--- src/rtl/cpu15_ctrl_core.sv ---
// ---------------------------------------------------------------------------
// cpu15_ctrl_core
//
// Control and execute core of the CPU15 processor. It contains:
//   - a one-hot four-phase sequencer (fetch / decode / execute / write-back)
//     whose strobes act as clock enables for the rest of the CPU,
//   - the instruction decode latch (opcode and data/address field),
//   - the execute unit: program counter, ALU, compare flag and the register
//     and RAM write-enable generation.
//
// Ports:
//   CLK       in   system clock, all state changes on its rising edge
//   RESET_N   in   asynchronous active-low reset
//   PROM_OUT  in   [14:0] instruction word: [14:11] opcode, [10:8] reg A,
//                  [7:5] reg B, [7:0] data/address
//   REG_A     in   [15:0] register A value from the external decode stage
//   REG_B     in   [15:0] register B value
//   RAM_OUT   in   [15:0] RAM/IO word at address OP_DATA
//   CLK_FT    out  fetch phase strobe
//   CLK_DC    out  decode phase strobe
//   CLK_EX    out  execute phase strobe
//   CLK_WB    out  write-back phase strobe
//   OP_CODE   out  [3:0] latched opcode
//   OP_DATA   out  [7:0] latched data/address field
//   P_COUNT   out  [7:0] program counter (ROM address)
//   REG_IN    out  [15:0] register write-back data
//   RAM_IN    out  [15:0] RAM write data
//   REG_WEN   out  register write enable
//   RAM_WEN   out  RAM write enable
//
// Build option:
//   CPU15_HLT_EN  when defined, opcode 15 (hlt) freezes the program counter
//                 so the same word is fetched again until reset. When not
//                 defined, opcode 15 behaves as a plain no-op.
// ---------------------------------------------------------------------------
module cpu15_ctrl_core (
  input  logic        CLK,
  input  logic        RESET_N,
  input  logic [14:0] PROM_OUT,
  input  logic [15:0] REG_A,
  input  logic [15:0] REG_B,
  input  logic [15:0] RAM_OUT,
  output logic        CLK_FT,
  output logic        CLK_DC,
  output logic        CLK_EX,
  output logic        CLK_WB,
  output logic [3:0]  OP_CODE,
  output logic [7:0]  OP_DATA,
  output logic [7:0]  P_COUNT,
  output logic [15:0] REG_IN,
  output logic [15:0] RAM_IN,
  output logic        REG_WEN,
  output logic        RAM_WEN
);

  // One-hot phase encoding, so each strobe is simply one state bit.
  typedef enum logic [3:0] {
    PH_FT = 4'b0001,
    PH_DC = 4'b0010,
    PH_EX = 4'b0100,
    PH_WB = 4'b1000
  } phase_t;

  phase_t phase;
  phase_t phase_next;

  // Compare flag, written only by cmp and read only by je.
  logic        flag;

  // Next values for the execute registers, computed from the latched opcode.
  logic [7:0]  pc_next;
  logic [15:0] reg_in_next;
  logic [15:0] ram_in_next;
  logic        reg_wen_next;
  logic        ram_wen_next;
  logic        flag_next;

  // The register-select fields are consumed by the external decode stage,
  // not here.
  logic unused_reg_sel;
  assign unused_reg_sel = ^PROM_OUT[10:8];

  // Sequencer state register. Reset parks the ring in fetch, so the first
  // edge after release moves into decode.
  always_ff @(posedge CLK or negedge RESET_N) begin
    if (!RESET_N) begin
      phase <= PH_FT;
    end else begin
      phase <= phase_next;
    end
  end

  // Sequencer next-state logic: a plain ring FT -> DC -> EX -> WB -> FT.
  // The default arm recovers to fetch should the register ever be corrupted.
  always_comb begin
    phase_next = PH_FT;
    case (phase)
      PH_FT:   phase_next = PH_DC;
      PH_DC:   phase_next = PH_EX;
      PH_EX:   phase_next = PH_WB;
      PH_WB:   phase_next = PH_FT;
      default: phase_next = PH_FT;
    endcase
  end

  // Sequencer outputs: the strobes are the one-hot state bits.
  always_comb begin
    CLK_FT = (phase == PH_FT);
    CLK_DC = (phase == PH_DC);
    CLK_EX = (phase == PH_EX);
    CLK_WB = (phase == PH_WB);
  end

  // Decode latch: capture opcode and data field at the decode edge. The ROM
  // address has been stable since the previous write-back phase.
  always_ff @(posedge CLK or negedge RESET_N) begin
    if (!RESET_N) begin
      OP_CODE <= 4'd0;
      OP_DATA <= 8'd0;
    end else if (phase == PH_DC) begin
      OP_CODE <= PROM_OUT[14:11];
      OP_DATA <= PROM_OUT[7:0];
    end
  end

  // Execute datapath. By default the PC advances, nothing is written and the
  // data outputs keep their previous values; each opcode overrides only what
  // it changes.
  always_comb begin
    pc_next      = P_COUNT + 8'd1;
    reg_in_next  = REG_IN;
    ram_in_next  = RAM_IN;
    reg_wen_next = 1'b0;
    ram_wen_next = 1'b0;
    flag_next    = flag;
    case (OP_CODE)
      4'd0: begin
        reg_in_next  = REG_B;
        reg_wen_next = 1'b1;
      end
      4'd1: begin
        reg_in_next  = REG_A + REG_B;
        reg_wen_next = 1'b1;
      end
      4'd2: begin
        reg_in_next  = REG_A - REG_B;
        reg_wen_next = 1'b1;
      end
      4'd3: begin
        reg_in_next  = REG_A & REG_B;
        reg_wen_next = 1'b1;
      end
      4'd4: begin
        reg_in_next  = REG_A | REG_B;
        reg_wen_next = 1'b1;
      end
      4'd5: begin
        reg_in_next  = {REG_A[14:0], 1'b0};
        reg_wen_next = 1'b1;
      end
      4'd6: begin
        reg_in_next  = {1'b0, REG_A[15:1]};
        reg_wen_next = 1'b1;
      end
      4'd7: begin
        reg_in_next  = {REG_A[15], REG_A[15:1]};
        reg_wen_next = 1'b1;
      end
      4'd8: begin
        reg_in_next  = {REG_A[15:8], OP_DATA};
        reg_wen_next = 1'b1;
      end
      4'd9: begin
        reg_in_next  = {OP_DATA, REG_A[7:0]};
        reg_wen_next = 1'b1;
      end
      4'd10: begin
        flag_next = (REG_A == REG_B);
      end
      4'd11: begin
        if (flag) begin
          pc_next = OP_DATA;
        end
      end
      4'd12: begin
        pc_next = OP_DATA;
      end
      4'd13: begin
        reg_in_next  = RAM_OUT;
        reg_wen_next = 1'b1;
      end
      4'd14: begin
        ram_in_next  = REG_A;
        ram_wen_next = 1'b1;
      end
      4'd15: begin
`ifdef CPU15_HLT_EN
        // Holding the PC makes the ROM keep presenting the hlt word.
        pc_next = P_COUNT;
`else
        pc_next = P_COUNT + 8'd1;
`endif
      end
      default: begin
        pc_next = P_COUNT + 8'd1;
      end
    endcase
  end

  // Execute registers update only on the execute edge, so their values are
  // stable through write-back and hold until the next instruction executes.
  always_ff @(posedge CLK or negedge RESET_N) begin
    if (!RESET_N) begin
      P_COUNT <= 8'd0;
      REG_IN  <= 16'd0;
      RAM_IN  <= 16'd0;
      REG_WEN <= 1'b0;
      RAM_WEN <= 1'b0;
      flag    <= 1'b0;
    end else if (phase == PH_EX) begin
      P_COUNT <= pc_next;
      REG_IN  <= reg_in_next;
      RAM_IN  <= ram_in_next;
      REG_WEN <= reg_wen_next;
      RAM_WEN <= ram_wen_next;
      flag    <= flag_next;
    end
  end

endmodule

--- config.mk ---
export PLATFORM = sky130hd
export DESIGN_NAME = cpu15_ctrl_core
export DESIGN_NICKNAME = d
export VERILOG_FILES = /design/src/rtl/cpu15_ctrl_core.sv
export SDC_FILE = /design/constraint.sdc
export NUM_CORES = 1
export LEC_CHECK = 0
export ABC_CLOCK_PERIOD_IN_PS = 1800
export CORE_ASPECT_RATIO = 0.75
export CORE_MARGIN = 4
export CORE_UTILIZATION = 48
export CTS_BUF_LIST = sky130_fd_sc_hd__clkbuf_2
export DETAILED_ROUTE_END_ITERATION = 10
export PLACE_DENSITY = 0.85
export SYNTH_ARGS = -nofsm -noshare
export SYNTH_HDL_FRONTEND = slang
export SYNTH_SLANG_ARGS = --single-unit
--- constraint.sdc ---
create_clock -name CLK -period 1.8 [get_ports CLK]
set_input_delay 0.45 -clock CLK [delete_from_list [all_inputs] [get_ports CLK]]
set_output_delay 0.45 -clock CLK [all_outputs]
set_load 0.01 [all_outputs]
==> results of run 1 <==
[Yosys cell counts, types with 3 or more instances]
cell       count
a221o_1        7
a211oi_1       4
a31oi_1        9
nor4b_1        4
clkbuf_1      19
and3_1         3
or3_1          3
nand2_1       70
nor2b_1       11
buf_4          3
nor3_1         9
inv_1         52
a21oi_1       65
buf_2         20
o211ai_1      11
nand4_1        7
o31ai_1        6
mux2i_1       10
dfrtp_1       58
o2111ai_1      3
and2_1         5
nand3_1       16
o32ai_1        5
o22ai_1       13
o221ai_1       4
a22o_1         5
xnor2_1        9
nor4_1         4
o21ai_0       41
ha_1          51
nor2_1        47
nand2b_1       9
o22a_1         4
a32oi_1        4
a22oi_1        9
a21o_1        12
a221oi_1      11
a311oi_1       5
mux2_2        26
[per-stage QoR]
step | cell area [sq um] | instances | setup WS [ns]
floorplan | 5820 | 697 | -0.648
detailed placement | 8810 | 1169 | -1.53
global placement | 8810 | 1169 | -1.44
CTS | 10600 | 1262 | -0.386
[cell families after synthesis]
logic type / share of synthesized area
AOI/OAI and AO/OA: 0.290
and+or+nand+nor: 0.170
buffers and inverters: 0.0729
DFF: 0.262
adders and majority gates: 0.120
muxes: 0.0695
xor gates and xnor gates: 0.0155
[repair_timing]
item                                   4_1_cts
cloned                                       4
pin swaps                                   97
hold buffers                                 1
buffers inserted                            74
endpoints found under the hold margin       58
setup endpoints to repair                   99
gates resized for setup                    403
==> metrics.yaml, run 1 <==
synth.cell_area_sq_mm: 0.00565
fp-row-count: 34
cts_root_buf: "clkbuf_2"
dieWidth_microns: 133
cts.sink_count: 59
yosys-top-cells-area: "dfrtp_1 26%, ha_1 11%, a21oi_1 5.8%, mux2_2 5.2%, nand2_1 4.7%"
tool.error: "[ERROR DPL-0038] Utilization greater than 100%, impossible to legalize"
stop_stage: "5_1_grt"
ys.flop_type: "dfrtp_1"
h-tree-depth: 3
ios: 123
start_util: 0.488
synth_cell_types: 72
synth_top_cell_area_share: 0.257
hpwl_microns: 19600
status: "stopped before the end"
syn_nets: 815
async_flop_share: 1.00
gp_congestion: 1.03
ys_seq_area_frac: 0.262
syn_inst: 697
numPortBuffers: 119
worstEpCategory: "output port"
cts_buffer_depth: 2
worstEndpointGrtRepair: "CLK_EX"
fp.dieH_microns: 102
synth_largest_area_cell: "dfrtp_1"
synth_edf_count: 0
yosysWarnings: 0
numCtsBuffers: 9
grt_max_degree: 60
synth_seq_cells: 59
syn-mean-instance-area_sq_um: 8.11
==> inputs of run 2 (changes only) <==
- ABC_CLOCK_PERIOD_IN_PS: 1800 -> 2300
- CORE_ASPECT_RATIO: 0.75 -> default
- CORE_UTILIZATION: 48 -> 40
- CTS_BUF_LIST: sky130_fd_sc_hd__clkbuf_2 -> default
- PLACE_DENSITY: 0.85 -> default
- PLACE_DENSITY_LB_ADDON: default -> 0.15
- clock period: 1.8 -> 2.3 ns (I/O delays scaled with it)
==> metrics.yaml, run 2 <==
status: "finished with violations"
violations: "negative setup slack"
synth_largest_area_cell: "dfrtp_1"
worst_pin_slew_ns: 0.613
yosysMostFrequentCell: "nand2_1"
setup_viol: 4
fp-row-count: 43
grt_use_met2: 0.463
dieWidth_microns: 127
async_flop_share: 1.00
use_met1: 0.416
crit_buf_inv: 2
viasPerCell: 5.94
ys.flop_type: "dfrtp_1"
drv_slew: 0
n_antenna_cell: 0
drc_errors: 0
fin_tns_setup_ns: -0.487
layout_commonest_cell: "buf_4"
pwr_density_cell_mw_per_mm2: 520
crit_type: "in -> reg"
yosys-top-cells-count: "70 x nand2_1, 65 x a21oi_1, 58 x dfrtp_1"
numPortBuffers: 119
max_stage_delay_ns: 0.37
rsz0062_at_grt: "yes"
cts_buffer_depth: 2
layout_setup_ws_ns: -0.214
synth_top_cell_area_share: 0.257
fin_crit_sh: 1.09
fin_util: 0.673
ios: 123
muxShareOfSynthArea: 0.0695
syn_nets: 815
p_total_mw: 4.85
wl_per_cell_microns: 22.0
antenna_found_initial: 2
synthAdderAreaFrac: 0.120
drt-total-wl_microns: 25400
critPathTopFamily: "compound AO/OA/AOI/OAI gates"
yosysWarnings: 0
synth_xor_area_frac: 0.0155
setup.worst_path.end_class: "flip-flop"
ant_nets: 0
syn-mean-instance-area_sq_um: 8.11
worstPathCellList: "dlygate4sd2_1 -> buf_4 -> ha_2 -> nor3_1 -> nor4_2 -> o21ai_2 -> a21oi_1 -> a41o_1 -> a221o_1 -> a221o_1"
r2r_end: "REG_IN[14]"
reg2reg_from: "phase[0]"
drv_cap: 0
place_area_sq_mm: 0.00822
critical-path-slowest-cell: "nor3_1"
cts.sink_count: 59
timing.critical_path.arrival_ns: 2.73
hp-class: "in -> async"
layout-drive-gt1-share: 0.375
synthSimpleGateAreaFrac: 0.170
route.vias.total: 6862
gp_congestion: 0.954
grt_pass1_vias: 6874
synth_compound_area_frac: 0.290
critPathLaunchType: "input pin"
grtUsageTotal: 0.306
core_sq_mm: 0.0139
layout.nets: 1088
numCtsBuffers: 9
gr-usage-met3: 0.0762
first_iter_violations: 765
yosys-top-cells-area: "dfrtp_1 26%, ha_1 11%, a21oi_1 5.8%, mux2_2 5.2%, nand2_1 4.7%"
overflow: 0
synth_cell_types: 72
insertion_delay_ns: 0.35
hold_ws_ns: 0.233
area_growth_pct: 65.3
largestRegisters: "RAM_IN (16), REG_IN (16)"
irDropWorstVdd_mv: 0.420
hold_violations: 0
syn_inst: 697
rr_worst_depth: 6
fp.dieArea_sq_mm: 0.0161
ys_seq_area_frac: 0.262
grt_busiest_layer: "met2"
leakage_nw: 4.08
start_util: 0.407
h-tree-depth: 3
most-common-layout-cells: "173 x buf_4, 93 x clkdlybuf4s50_1, 67 x nand2_1"
grt_pass1_wl_microns: 38300
hpwl_microns: 18900
grt_max_degree: 28
synth.cell_area_sq_mm: 0.00565
finalCriticalPeriod_ns: 2.51
cpMostUsedCell: "a221o_1"
final_area_sq_mm: 0.00934
clk_pin_slew_ns: 0.07
fp.dieH_microns: 127
fin_skew_ns: 0.0137
cts_tree: "yes"
synth_edf_count: 0
cp_max_fo: 5
crit_required_ns: 2.52
max_freq_mhz: 398
r2r_setup_slack_ns: 0.15
dr.pass1.iters: 6
cts_root_buf: "clkbuf_16"
max-slew-margin-rel: 0.591
synth_top_family_by_area: "compound AO/OA/AOI/OAI gates"
synth_seq_cells: 59
[run 2: metal layers]
metal | routed length (microns) | up-vias
met5 | 26 | -
met4 | 927 | 4
met3 | 2300 | 88
met2 | 11300 | 372
met1 | 10800 | 3292
li1 | - | 3106
[run 2: report_power, final]
part           total (mW)  switching, mW  internal [mW]
Combinational        2.05          0.992           1.06
Sequential           1.36          0.161           1.20
Clock                1.45          0.576          0.874
[run 2: logic make-up after synthesis]
logic type / Yosys count
flops: 59
compound gates: 242
xor+xnor: 10
buf+inv: 98
simple gates: 199
fa+ha+maj: 53
mux: 36
[run 2: worst max-delay path by stage]
stage / endpoint / from / cells after the start
4_1_cts: REG_IN[12] / REG_A[0] / 14
6_report: REG_IN[14] / REG_A[7] / 10
2_1_floorplan: REG_IN[14] / REG_A[0] / 11
5_1_grt: REG_IN[14] / REG_A[7] / 10
3_5_place_dp: REG_IN[10] / REG_A[0] / 14
3_3_place_gp: REG_IN[14] / REG_B[0] / 11
[run 2: final cells by class]
cell class                 count  area [sq um]
clock buffer                  11           243
clock inverter                 5          61.3
fill                        1172          4540
inverter                      54           223
multi-input combinational    540          4490
sequential                    59          1480
tap                          180           225
timing repair buffer         306          2620
[run 2: what timing repair did]
action / in CTS / in global routing
gates cloned: 0 / 1
endpoints found under the setup margin: 19 / 21
resized for setup: 141 / 67
setup buffers: 14 / 5
pin swaps: 44 / 28
hold buffers: 0 / 0
[run 2: through the flow]
step	cells	setup slack, ns
after floorplan	697	-0.274
after global placement	1123	-1.03
after detailed placement	1123	-1.16
after CTS	1151	-0.191
after global routing	1155	-0.239
final	1155	-0.214
[run 2: worst register-to-register path, cell delays in order, from the launching register on]
cell	delay [ns]
dfstp_2	0.39
or4b_4	0.56
inv_4	0.13
nand2_1	0.08
buf_4	0.24
a221oi_1	0.49
a221o_1	0.18
Note: power is estimated with default switching activity, not from simulation.
==> inputs of run 3 (changes only) <==
- CORE_MARGIN: 4 -> default
- CORE_UTILIZATION: 40 -> 39
==> metrics.yaml, run 3 (synthesis gave the netlist of run 2 again) <==
fin_skew_ns: 0.0191
hold_buffers: 0
grt_pass1_vias: 6757
largestRegisters: "RAM_IN (16), REG_IN (16)"
grt_max_degree: 60
ant_nets: 0
drv_slew: 0
n_antenna_cell: 0
preCtsSetupSlack_ns: -1.08
grtUsageTotal: 0.341
gp_congestion: 0.971
dieWidth_microns: 122
insertion_delay_ns: 0.35
pwr_density_cell_mw_per_mm2: 541
cts.sink_count: 59
finalCriticalPeriod_ns: 2.38
irDropWorstVdd_mv: 0.598
hpwl_microns: 18600
route.vias.total: 6920
drv_cap: 0
core_sq_mm: 0.0140
ios: 123
cts_root_buf: "clkbuf_16"
p_total_mw: 5.11
hp-class: "in -> async"
layout_setup_ws_ns: -0.0809
top_layer: "met4"
status: "finished with violations"
drc_errors: 0
seq_area_sq_mm: 0.00148
fp.dieArea_sq_mm: 0.0150
area_growth_pct: 67.2
layout_commonest_cell: "buf_4"
multi_input_area_sq_mm: 0.00443
crit_type: "in -> reg"
most-common-layout-cells: "185 x buf_4, 92 x clkdlybuf4s50_1, 70 x nand2_1"
setup_viol: 4
rsz0062_at_grt: "yes"
timing.critical_path.arrival_ns: 2.60
leakage_nw: 4.18
max_freq_mhz: 420
dr.pass1.iters: 5
crit_required_ns: 2.52
antenna_found_initial: 0
r2r_setup_slack_ns: 0.03
grt_pass1_wl_microns: 37800
cts_buffer_depth: 2
hold_violations: 0
layout-drive-gt1-share: 0.379
critPathLaunchType: "input pin"
worst_pin_slew_ns: 0.522
wl_met3_microns: 2090
clk_pin_slew_ns: 0.07
wl_per_cell_microns: 21.8
violations: "negative setup slack"
setup.worst_path.end_class: "flip-flop"
numPortBuffers: 119
layout.nets: 1102
max-slew-margin-rel: 0.652
numCtsBuffers: 9
nFillCells: 1170
overflow: 0
h-tree-depth: 3
viasPerCell: 5.92
first_iter_violations: 714
fp-row-count: 43
wl_met1_microns: 11000
cp_max_fo: 4
drt-total-wl_microns: 25500
start_util: 0.404
cts_tree: "yes"
met2_length_microns: 11600
fp.dieH_microns: 122
fin_crit_sh: 1.04
-- run 3: cell types whose count changed in the layout (fill, tap and decap cells not counted), moves of 3 or more --
cell | previous run | this run
inv_1 | 32 | 29
ha_4 | 22 | 19
buf_2 | 6 | 3
inv_2 | 17 | 20
buf_6 | 10 | 14
a21oi_2 | 16 | 12
ha_2 | 5 | 8
buf_4 | 173 | 185
nand2_2 | 3 | 0
a21oi_1 | 46 | 49
nand2_1 | 67 | 70
-- run 3: worst paths after layout --
| check | to | cells past startpoint | from |
|---|---|---|---|
| worst max-delay path | REG_IN[14] | 10 | REG_B[7] |
| worst min-delay path | REG_IN[13] | 2 | RESET_N |
| worst max register to register | REG_IN[6] | 6 | phase[0] |
| worst min register to register | REG_WEN | 2 | REG_WEN |
| max in group asynchronous | phase[0] | 2 | RESET_N |
| min in group CLK | REG_WEN | 2 | REG_WEN |
-- run 3: final cells by class --
type | count | share of cell area
Clock buffer | 10 | 0.0253
Clock inverter | 6 | 0.0119
Inverter | 54 | 0.0237
Multi-Input combinational cell | 540 | 0.469
Sequential cell | 59 | 0.157
Tap cell | 180 | 0.0238
Timing Repair Buffer | 320 | 0.290
-- run 3: repair_timing --
item	in CTS	in global routing
buffers inserted	12	11
pin swaps	45	41
endpoints found under the setup margin	20	19
gates cloned	0	0
resized for setup	131	70
-- run 3: where the power goes --
part,internal [mW],leakage [nW],switching (mW)
Sequential,1.20,0.715,0.160
Clock,1.09,0.173,0.595
Combinational,1.07,3.29,0.997
Total,3.36,4.18,1.75
-- run 3: worst max-delay path, stage by stage --
cell and delay, ns:
dlygate4sd2_1 0.28, inv_2 0.08, ha_4 0.25, inv_2 0.07
a21oi_1 0.07, o31a_1 0.35, o22ai_2 0.18, a221oi_2 0.09
a221o_1 0.32, a221o_1 0.32
-- run 3: per-stage QoR --
stage,instances,area (sq um),setup TNS (ns),util,hold WS [ns]
4_1_cts,1160,9140,-0.273,0.653,0.242
5_1_grt,1169,9450,-0.646,0.675,0.253
2_1_floorplan,697,5710,-0.605,-,0.279
3_3_place_gp,1132,8290,-12.20,0.593,0.465
3_5_place_dp,1132,8290,-12.52,0.593,0.467
6_report,1169,9450,-0.176,0.675,0.220
-- run 3: routing by layer --
layer | global-route usage | up-vias
met2 | 0.533 | 362
met4 | 0.146 | 0
met3 | 0.0604 | 64
met5 | 0 | -
met1 | 0.459 | 3353
li1 | - | 3141
